**src/rtl/alu_operand_loader.sv**
```systemverilog
// -----------------------------------------------------------------------------
// alu_operand_loader
// Front-end of the board's 4-bit ALU. A debounced load button steps through
// operand entry (A, then B, then opcode) taken from the slide switches. The
// registered operands drive the ALU. One cycle later the ALU result and flags
// are captured for the seven-segment display path. A debounced clear button
// returns entry to A and zeroes every value.
//
// Ports
//   clk        in   1  system clock
//   rst        in   1  synchronous, active-high reset
//   sw_data    in   4  switch value loaded as A or B
//   sw_op      in   3  switch value loaded as ALU ctrl
//   btn_load   in   1  raw bouncing load button (active-high)
//   btn_clr    in   1  raw bouncing clear button (active-high)
//   alu_a      out  4  registered operand A
//   alu_b      out  4  registered operand B
//   alu_ctrl   out  3  registered opcode
//   alu_res    in   4  ALU combinational result
//   alu_car    in   1  ALU carry flag
//   alu_of     in   1  ALU overflow flag
//   res_q      out  4  captured result
//   car_q      out  1  captured carry
//   of_q       out  1  captured overflow
//   res_valid  out  1  captured values hold a completed operation
//   step       out  2  entry step: 0=A, 1=B, 2=OP, 3=EXEC/SHOW
// -----------------------------------------------------------------------------
module alu_operand_loader #(
    parameter int DEBOUNCE_CYCLES = 16
) (
    input  logic       clk,
    input  logic       rst,
    input  logic [3:0] sw_data,
    input  logic [2:0] sw_op,
    input  logic       btn_load,
    input  logic       btn_clr,
    output logic [3:0] alu_a,
    output logic [3:0] alu_b,
    output logic [2:0] alu_ctrl,
    input  logic [3:0] alu_res,
    input  logic       alu_car,
    input  logic       alu_of,
    output logic [3:0] res_q,
    output logic       car_q,
    output logic       of_q,
    output logic       res_valid,
    output logic [1:0] step
);

    localparam int              CW       = $clog2(DEBOUNCE_CYCLES) + 1;
    localparam logic [CW-1:0]   CNT_LAST = CW'(DEBOUNCE_CYCLES - 1);
    localparam logic [CW-1:0]   CNT_MAX  = {CW{1'b1}};

    typedef enum logic [2:0] {
        LOAD_A  = 3'd0,
        LOAD_B  = 3'd1,
        LOAD_OP = 3'd2,
        EXEC    = 3'd3,
        SHOW    = 3'd4
    } state_t;

    // Index 0 = load button, index 1 = clear button.
    logic [1:0]    w_btn_raw;
    logic [1:0]    r_sync1;
    logic [1:0]    r_sync2;
    logic [1:0]    r_level;
    logic [CW-1:0] r_cnt [2];
    logic [1:0]    w_rise;

    state_t        r_state;
    state_t        w_state_nxt;
    logic [3:0]    r_alu_a,    w_alu_a_nxt;
    logic [3:0]    r_alu_b,    w_alu_b_nxt;
    logic [2:0]    r_alu_ctrl, w_alu_ctrl_nxt;
    logic [3:0]    r_res,      w_res_nxt;
    logic          r_car,      w_car_nxt;
    logic          r_of,       w_of_nxt;
    logic          r_valid,    w_valid_nxt;
    logic [1:0]    r_step,     w_step_nxt;

    assign w_btn_raw = {btn_clr, btn_load};

    // Synchronise both buttons and accept a new level only after it has been
    // continuously different from the accepted one for DEBOUNCE_CYCLES cycles.
    always_ff @(posedge clk) begin
        if (rst) begin
            r_sync1 <= 2'b00;
            r_sync2 <= 2'b00;
            r_level <= 2'b00;
            r_cnt[0] <= '0;
            r_cnt[1] <= '0;
        end else begin
            r_sync1 <= w_btn_raw;
            r_sync2 <= r_sync1;
            for (int i = 0; i < 2; i++) begin
                if (r_sync2[i] == r_level[i]) begin
                    r_cnt[i] <= '0;
                end else if (r_cnt[i] == CNT_LAST) begin
                    r_level[i] <= r_sync2[i];
                    r_cnt[i]   <= '0;
                end else if (r_cnt[i] != CNT_MAX) begin
                    r_cnt[i] <= r_cnt[i] + CW'(1);
                end else begin
                    r_cnt[i] <= r_cnt[i];
                end
            end
        end
    end

    // Press pulse: the single cycle in which an accepted level flips 0 -> 1.
    always_comb begin
        w_rise = 2'b00;
        for (int i = 0; i < 2; i++) begin
            w_rise[i] = r_sync2[i] & ~r_level[i] & (r_cnt[i] == CNT_LAST);
        end
    end

    // Entry sequencing: next state and next values of every held register.
    always_comb begin
        w_state_nxt    = r_state;
        w_alu_a_nxt    = r_alu_a;
        w_alu_b_nxt    = r_alu_b;
        w_alu_ctrl_nxt = r_alu_ctrl;
        w_res_nxt      = r_res;
        w_car_nxt      = r_car;
        w_of_nxt       = r_of;
        w_valid_nxt    = r_valid;
        if (w_rise[1]) begin
            // Clear outranks a simultaneous load.
            w_state_nxt    = LOAD_A;
            w_alu_a_nxt    = 4'd0;
            w_alu_b_nxt    = 4'd0;
            w_alu_ctrl_nxt = 3'd0;
            w_res_nxt      = 4'd0;
            w_car_nxt      = 1'b0;
            w_of_nxt       = 1'b0;
            w_valid_nxt    = 1'b0;
        end else begin
            case (r_state)
                LOAD_A: begin
                    if (w_rise[0]) begin
                        w_alu_a_nxt = sw_data;
                        w_state_nxt = LOAD_B;
                    end else begin
                        w_state_nxt = LOAD_A;
                    end
                end
                LOAD_B: begin
                    if (w_rise[0]) begin
                        w_alu_b_nxt = sw_data;
                        w_state_nxt = LOAD_OP;
                    end else begin
                        w_state_nxt = LOAD_B;
                    end
                end
                LOAD_OP: begin
                    if (w_rise[0]) begin
                        w_alu_ctrl_nxt = sw_op;
                        w_state_nxt    = EXEC;
                    end else begin
                        w_state_nxt = LOAD_OP;
                    end
                end
                EXEC: begin
                    // Operands have been stable for a full cycle here.
                    w_res_nxt   = alu_res;
                    w_car_nxt   = alu_car;
                    w_of_nxt    = alu_of;
                    w_valid_nxt = 1'b1;
                    w_state_nxt = SHOW;
                end
                SHOW: begin
                    if (w_rise[0]) begin
                        w_valid_nxt = 1'b0;
                        w_state_nxt = LOAD_A;
                    end else begin
                        w_state_nxt = SHOW;
                    end
                end
                default: begin
                    w_state_nxt = LOAD_A;
                end
            endcase
        end
    end

    // LED step code follows the state being entered so it is registered too.
    always_comb begin
        case (w_state_nxt)
            LOAD_A:  w_step_nxt = 2'd0;
            LOAD_B:  w_step_nxt = 2'd1;
            LOAD_OP: w_step_nxt = 2'd2;
            EXEC:    w_step_nxt = 2'd3;
            SHOW:    w_step_nxt = 2'd3;
            default: w_step_nxt = 2'd0;
        endcase
    end

    // State and output registers.
    always_ff @(posedge clk) begin
        if (rst) begin
            r_state    <= LOAD_A;
            r_alu_a    <= 4'd0;
            r_alu_b    <= 4'd0;
            r_alu_ctrl <= 3'd0;
            r_res      <= 4'd0;
            r_car      <= 1'b0;
            r_of       <= 1'b0;
            r_valid    <= 1'b0;
            r_step     <= 2'd0;
        end else begin
            r_state    <= w_state_nxt;
            r_alu_a    <= w_alu_a_nxt;
            r_alu_b    <= w_alu_b_nxt;
            r_alu_ctrl <= w_alu_ctrl_nxt;
            r_res      <= w_res_nxt;
            r_car      <= w_car_nxt;
            r_of       <= w_of_nxt;
            r_valid    <= w_valid_nxt;
            r_step     <= w_step_nxt;
        end
    end

    assign alu_a     = r_alu_a;
    assign alu_b     = r_alu_b;
    assign alu_ctrl  = r_alu_ctrl;
    assign res_q     = r_res;
    assign car_q     = r_car;
    assign of_q      = r_of;
    assign res_valid = r_valid;
    assign step      = r_step;

endmodule
```
**config.mk**
```make
export PLATFORM = sky130hd
export DESIGN_NAME = alu_operand_loader
export DESIGN_NICKNAME = d
export VERILOG_FILES = /design/src/rtl/alu_operand_loader.sv
export SDC_FILE = /design/constraint.sdc
export NUM_CORES = 1
export LEC_CHECK = 0
export CAP_MARGIN = 20
export CELL_PAD_IN_SITES_DETAIL_PLACEMENT = 0
export CELL_PAD_IN_SITES_GLOBAL_PLACEMENT = 1
export CORE_MARGIN = 2
export CORE_UTILIZATION = 41
export DETAILED_ROUTE_END_ITERATION = 10
export PLACE_DENSITY_LB_ADDON = 0.1
export SETUP_SLACK_MARGIN = 0.5
export SYNTH_ARGS = -nofsm -noshare
export SYNTH_HDL_FRONTEND = slang
export SYNTH_SLANG_ARGS = --single-unit
```
**constraint.sdc**
```tcl
create_clock -name clk -period 5.35 [get_ports clk]
set_clock_uncertainty 0.1 [all_clocks]
set_input_delay 1.07 -clock clk [delete_from_list [all_inputs] [get_ports clk]]
set_output_delay 1.07 -clock clk [all_outputs]
set_load 0.02 [all_outputs]
```
Word level (Yosys, flattened, before mapping)
Memories as Yosys holds them, arrays and structs flattened.
Index checks and enable logic that the tools add are counted.
- register bits after elaboration: 29
- RAM bits: 10
- input port bits: 17
- output and inout bits: 20
- word-level logic and storage cells: 110
- memories kept: 1
- memory list (memory ; depth ; bits a word ; rd ports ; clocked after memory_dff ; wr ports ; RTL line ; source):
    r_cnt ; 2 ; 5 ; 2 ; 0 ; 2 ; 67 ; logic [CW-1:0] r_cnt [2];
- add/subtract/negate cells: 2
- equal/unequal tests: 15
- mux-type cells: 53
- bitwise logic cells: 16
- reductions and logical operators: 10
- operator list (cell ; count):
    5-bit 2-to-1 mux ; 8
    1-bit 2-to-1 mux ; 39
    3-bit case mux with 5 select lines ; 1
    3-bit by 2-bit equality test with 1-bit output, second input constant ; 4
    2-bit AND reduction ; 6
    5-bit by 1-bit adder with 5-bit output, second input constant ; 2
    5-bit by 4-bit equality test with 1-bit output, second input constant ; 2
    5-bit != test, second input constant ; 2
    1-bit OR ; 8
    3-bit by 1-bit equality test with 1-bit output, second input constant ; 2
    3-bit equality test, second input constant ; 2
    3-bit 2-to-1 mux ; 2
    2-bit case mux with 3 select lines ; 1
    1-bit AND ; 4
    1-bit inverter ; 4
    2-bit OR reduction ; 2
    3-bit logical NOT ; 1
    1-bit equality test ; 2
    2-bit 2-to-1 mux ; 1
    2-bit != test, second input constant ; 1
    1-bit case mux with 2 select lines ; 1
    2-bit nonzero test ; 1

Depth between registers and ports, before layout
Gate-level depths: netlist of run 1.
- depth after elaboration: 9
- gate-level depth with buffers: 7
- mapped depth without buffers: 6

Least setup slack after synthesis of run 1
OpenSTA, ideal clock, no wires.
- path kind: input -> register
- start point: input port rst
- end point: register r_alu_a[3], in the netlist alu_a[3]
- library setup time: 0.072 ns
- arrival: 1.725 ns
- required time: 5.178 ns
- setup slack: 3.454 ns
- cell stages on the path: 5
- path buffers: 2
- cell sequence: buf_2 > a21oi_2 > buf_2 > nand2_1 > mux2i_1
- longest elaborated chain between the ends: 1
- ends and longest elaborated chain (item ; RTL line ; source):
    start: declaration ; 32 ; input logic rst,
    2-bit OR reduction (no source line) ; -- ;
    end signal: assignment ; 213 ; r_alu_a <= w_alu_a_nxt;
    end: declaration ; 72 ; logic [3:0] r_alu_a, w_alu_a_nxt;
No other way between the ends.
A chain may end at the register's enable or synchronous reset.

Final worst setup path of run 1
- start point: register r_valid, in the netlist res_valid
- end point: output port res_valid
- RTL lines (item ; RTL line ; source):
    start: declaration ; 78 ; logic r_valid, w_valid_nxt;
    start signal: assignment ; 219 ; r_valid <= w_valid_nxt;
    end: declaration ; 46 ; output logic res_valid,
No word-level cell between the ends.

==> results_dict.tcl, run 1 <==
set metrics [dict create \
    status "finished clean" \
    maxSlewHeadroom_pct 67.4 \
    start_kind "flip-flop" \
    synth_fp_nets 191 \
    whs_ns 0.348 \
    netlist_instances 166 \
    ctsResizeCount 0 \
    ant_nets 0 \
    crit_path_max_incr_delay_ns 0.62 \
    num_antenna_cells 0 \
    final_common_cell "clkdlybuf4s50_1" \
    nets 226 \
    seq_area_frac_synth_pct 50.9 \
    worst_pin_slew_ns 0.489 \
    critPathRequiredTime_ns 4.18 \
    cts_buffers 5 \
    synth_cell_types 32 \
    grt_max_degree 16 \
    vias_per_cell 4.93 \
    post-place-cells 244 \
    peakVddDrop_mv 0.177 \
    routed-via-count 1242 \
    area_growth_pct 27.6 \
    ctsHoldBuffers 0 \
    dp_hpwl_microns 2290 \
    routed_wl_microns 3070 \
    ys_ff_latch 39 \
    fp.coreArea_sq_um 4030 \
    finalCritPeriodShare_pct 45.9 \
    fmax_mhz 407 \
    grt_pass1_vias 1179 \
    antenna_found_initial 0 \
    cts_sinks 39 \
    clockRootBuffer "clkbuf_8" \
    netlist_area_sq_um 1730 \
    crit_fanout 3 \
    drc 0 \
    hold_viol 0 \
    max_cap_violations 0 \
    cp.arrival_ns 1.28 \
    dieArea_sq_um 4750 \
    fin_crit_ns 2.45 \
    io_pins 37 \
    dieHeight_microns 68.9 \
    grt_overflow 0 \
    syn_avg_cell_area_sq_um 10.4 \
    worst_skew_pair.late_latency_ns 0.29 \
    rsz0062_at_grt "no" \
    final_cells 252 \
    yosys_warnings 0 \
    clk_path_buf_depth 2 \
    gp_congestion 0.737 \
    slowest_stage "clkdlybuf4s50_1" \
    place.port_buffers 36 \
    worstPathCellList "clkdlybuf4s50_1" \
    grt_pass1_wl_microns 5170 \
    grt_util_all_layers_pct 15.1 \
    utilization_pct 54.8 \
    drive_gt1_share_pct 8.91 \
    end_kind "output pin" \
    clkTransAtPathRegs_ns 0.08 \
    final-setup-viol-count 0 \
    power_density_nw_per_um2 244 \
    cts_htree_levels 2 \
    path_delay_family "buffers and inverters" \
    setup_tns_ns 0 \
    drt_first_pass_iters 4 \
    drv_slew 0 \
    cts_tree "built" \
    leakagePower_nw 0.933 \
    first_iter_violations 33 \
    row_count 23 \
    start_util_pct 42.9 \
    setup.worst_path.class "flip-flop to output pin" \
    mostFrequentLayoutCells "clkdlybuf4s50_1 (36), dfxtp_1 (29), nor2_1 (20), nand2_1 (17), mux2i_1 (17)" \
    dieWidth_microns 68.9 \
    min_path_type "flip-flop to flip-flop" \
    crit_buf_inv 1 \
    postCtsSetupRepairBufs 0 \
    wire_per_inst_microns 12.2 \
]
routing by layer:
metal,share of wire (%),GRT usage (%),vias to the layer above
li1,-,-,630
met1,44,18.1,580
met2,48,24.4,24
met3,4.5,3.90,8
met4,2.6,8.82,0
met5,0,0,-
worst reg2reg max path: cells and delay by family, from the launching register on:
family                   cells  cell delay [ns]
flip-flops                   1             0.42
AO/OA/AOI/OAI                1             0.43
AND/OR/NAND/NOR              2             0.35
multiplexers                 1             0.15
adder cells (fa/ha/maj)      2             0.48
synth_stat cells:
| library cell | instances | share of area [%] |
|---|---|---|
| a211oi_1 | 1 | 0.43 |
| a21o_1 | 1 | 0.43 |
| a21oi_1 | 6 | 1.7 |
| a21oi_2 | 3 | 1.5 |
| a311o_1 | 1 | 0.58 |
| a31oi_1 | 2 | 0.72 |
| and3_1 | 4 | 1.4 |
| and3b_4 | 1 | 0.72 |
| buf_2 | 6 | 1.7 |
| buf_4 | 2 | 0.87 |
| dfxtp_1 | 29 | 34 |
| edfxtp_1 | 10 | 17 |
| ha_1 | 8 | 5.8 |
| inv_1 | 5 | 1.1 |
| mux2i_1 | 17 | 9.8 |
| nand2_1 | 17 | 3.7 |
| nand2_4 | 2 | 1.3 |
| nand2b_1 | 2 | 0.72 |
| nand3_1 | 6 | 1.7 |
| nand3b_1 | 1 | 0.43 |
| nand3b_4 | 1 | 1.2 |
| nor2_1 | 20 | 4.3 |
| nor2_2 | 1 | 0.36 |
| nor2b_1 | 6 | 2.2 |
| nor2b_4 | 1 | 0.80 |
| nor3_1 | 2 | 0.58 |
| nor3_2 | 2 | 1.2 |
| o21ai_0 | 3 | 0.87 |
| o31ai_1 | 1 | 0.43 |
| or2_0 | 1 | 0.36 |
| xnor2_1 | 2 | 1.0 |
| xor2_1 | 2 | 1.0 |
registers in the layout, summed over array words and instances (netlist names):
signal     flops
res_valid      1
r_sync1        2
r_cnt         10
res_q          4
of_q           1
r_sync2        2
step           2
alu_b          4
alu_a          4
alu_ctrl       3
car_q          1
r_state        3
r_level        2
stage by stage:
stage          instance area (sq um)  setup slack (ns)  total power (W)
3_5_place_dp                    2110              2.74         0.000332
3_3_place_gp                    2110              2.77         0.000331
4_1_cts                         2210              2.88         0.000547
5_1_grt                         2210              2.85         0.000562
6_report                        2210              2.90         0.000539
2_1_floorplan                   1730              3.45         0.000319
where the power goes:
group          internal [W]  switching (W)
combinational     0.0000129     0.00000843
clock              0.000118      0.0000963
sequential         0.000303    0.000000840
layout make-up:
| class | count | area [sq um] |
|---|---|---|
| Clock buffer | 8 | 100 |
| Fill cell | 362 | 1820 |
| Inverter | 5 | 18.8 |
| Multi-Input combinational cell | 114 | 785 |
| Sequential cell | 39 | 881 |
| Tap cell | 50 | 62.6 |
| Timing Repair Buffer | 36 | 360 |
worst paths after layout:
path         cells past startpoint  slack (ns)   startpoint         end
max                              1        2.90    res_valid   res_valid
min reg2reg                      1        0.35   r_sync1[1]  r_sync2[1]
min                              1        0.35   r_sync1[1]  r_sync2[1]
max reg2reg                      6        3.36  r_cnt[1][0]    alu_b[1]
cell families after synthesis:
logic type / synth area share (%)
compound gates: 6.73
xor+xnor: 2.03
fa+ha+maj: 5.79
buf+inv: 3.69
flops: 50.9
mux: 9.84
simple gates: 21.0
(Power assumes the default switching activity.)
==> inputs of run 2 (changes only) <==
--- a/config.mk
+++ b/config.mk
@@ -9,7 +9,7 @@
 export CELL_PAD_IN_SITES_DETAIL_PLACEMENT = 0
 export CELL_PAD_IN_SITES_GLOBAL_PLACEMENT = 1
 export CORE_MARGIN = 2
-export CORE_UTILIZATION = 41
+export CORE_UTILIZATION = 38
 export DETAILED_ROUTE_END_ITERATION = 10
 export PLACE_DENSITY_LB_ADDON = 0.1
 export SETUP_SLACK_MARGIN = 0.5
==> constraint.sdc (replaced) <==
create_clock -name clk -period 2.3 [get_ports clk]
set_clock_uncertainty 0.1 [all_clocks]
set_input_delay 0.46 -clock clk [delete_from_list [all_inputs] [get_ports clk]]
set_output_delay 0.46 -clock clk [all_outputs]
set_load 0.02 [all_outputs]
==> results_dict.tcl, run 2 (synthesized netlist as in run 1, its figures left out) <==
set metrics [dict create \
    crit_buf_inv 1 \
    post_dp_cell_area_sq_um 2110 \
    worstPathCellList "clkdlybuf4s50_1" \
    start_kind "flip-flop" \
    power_density_nw_per_um2 514 \
    worst-r2r-cell-count 6 \
    worstHoldEndpoint "alu_a[2]" \
    drt_first_pass_iters 4 \
    wl_met1_microns 1390 \
    leakagePower_nw 1.23 \
    r2r_setup_slack_ns 0.55 \
    crit_path_max_incr_delay_ns 0.60 \
    largest_reg_flops 10 \
    gp_congestion 0.672 \
    drive_gt1_share_pct 16.3 \
    critPathRequiredTime_ns 1.74 \
    n_fill_cell 388 \
    utilization_pct 54.7 \
    setup_tns_ns 0 \
    fp.coreArea_sq_um 4350 \
    setup.worst_path.class "flip-flop to output pin" \
    r2r-end "step[0]" \
    startpoint "alu_ctrl[2]" \
    cp.depth 1 \
    maxSlewHeadroom_pct 65.0 \
    num_antenna_cells 0 \
    routed_wl_microns 3200 \
    clkTransAtPathRegs_ns 0.07 \
    total_power_w 0.00122 \
    timing.rr.start "r_cnt[0][0]" \
    dr.max_layer_used "met4" \
    nets 232 \
    fmax_mhz 566 \
    fin_crit_ns 1.77 \
    met2_length_microns 1580 \
    regMostFlops "r_cnt" \
    grt_util_all_layers_pct 13.1 \
    row_count 24 \
    antenna_found_initial 0 \
    cts_htree_levels 2 \
    hold_viol 0 \
    start_util_pct 39.7 \
    grt_overflow 0 \
    vias_per_cell 4.86 \
    ctsHoldBuffers 0 \
    routed-via-count 1264 \
    final_cells 260 \
    dieHeight_microns 71.5 \
    slowest_stage "clkdlybuf4s50_1" \
    worst_skew_pair.late_latency_ns 0.28 \
    min_path_type "flip-flop to flip-flop" \
    rsz0062_at_grt "no" \
    drv_slew 0 \
    wire_per_inst_microns 12.3 \
    end_kind "output pin" \
    cts_buffers 5 \
    first_iter_violations 34 \
    final_cell_area_sq_um 2380 \
    mostFrequentLayoutCells "dfxtp_1 (29), nor2_1 (20), clkdlybuf4s50_1 (19), mux2i_1 (17), nand2_1 (16)" \
    worst_pin_slew_ns 0.525 \
    path_delay_family "buffers and inverters" \
    crit_fanout 2 \
    grt_max_degree 16 \
    wl_met3_microns 176 \
    cts_tree "built" \
    ant_nets 0 \
    status "finished clean" \
    dp_hpwl_microns 2280 \
    min_path_cells 2 \
    drc 0 \
    dieArea_sq_um 5110 \
    final_common_cell "dfxtp_1" \
    peakVddDrop_mv 0.369 \
    cp.arrival_ns 1.21 \
    finalCritPeriodShare_pct 76.9 \
    dieWidth_microns 71.5 \
    grt_pass1_wl_microns 5230 \
    cts_sinks 39 \
    post-place-cells 246 \
    grt_pass1_vias 1221 \
    place.port_buffers 36 \
    clk_path_buf_depth 2 \
    final-setup-viol-count 0 \
    min_from "alu_a[2]" \
    max_cap_violations 0 \
    area_growth_pct 37.7 \
    io_pins 37 \
    clockRootBuffer "clkbuf_8" \
]
[run 2: changes by cell type in the layout (fill, tap and decap cells not counted), moves of 3 or more]
cell | before | now
buf_4 | 0 | 3
clkdlybuf4s50_1 | 36 | 19
dlygate4sd2_1 | 0 | 3
dlymetal6s2s_1 | 0 | 14
ha_1 | 8 | 4
[run 2: final cells by class]
cell class	instances	area, sq um	share of cell area, %
Sequential cell	39	881	37.0
Multi-Input combinational cell	114	870	36.5
Timing Repair Buffer	42	457	19.2
Clock buffer	7	86.3	3.63
Tap cell	52	65.1	2.73
Inverter	5	18.8	0.788
Clock inverter	1	3.75	0.158
[run 2: worst max-delay path by stage]
stage                  endpoint  slack, ns
floorplan               step[0]       0.55
finish              alu_ctrl[2]       0.53
detailed placement     alu_b[0]       0.25
global route        alu_ctrl[2]       0.50
CTS                    alu_a[2]       0.50
global placement       alu_b[0]       0.30
[run 2: timing repair]
| action | 4_1_cts | 5_1_grt |
|---|---|---|
| resized for setup | 9 | 29 |
| pin swaps | 1 | 4 |
| setup endpoints to repair | 31 | 38 |
| setup buffers | 1 | 5 |
[run 2: power breakdown]
part	internal, W	total (W)	switching [W]
clock network	0.000240	0.000459	0.000219
registers	0.000704	0.000706	0.00000213
logic	0.0000358	0.0000583	0.0000225
[run 2: stage by stage]
stage               hold WS [ns]  worst slack, ns
detailed placement         0.348            0.255
CTS                        0.359            0.500
finish                     0.356            0.532
global placement           0.323            0.305
global route               0.372            0.496
floorplan                  0.314            0.554
[run 2: layer usage]
layer / track usage [%] / vias up
li1: - / 646
met1: 14.1 / 588
met2: 22.7 / 25
met3: 5.20 / 5
met4: 5.66 / 0
met5: 0 / -
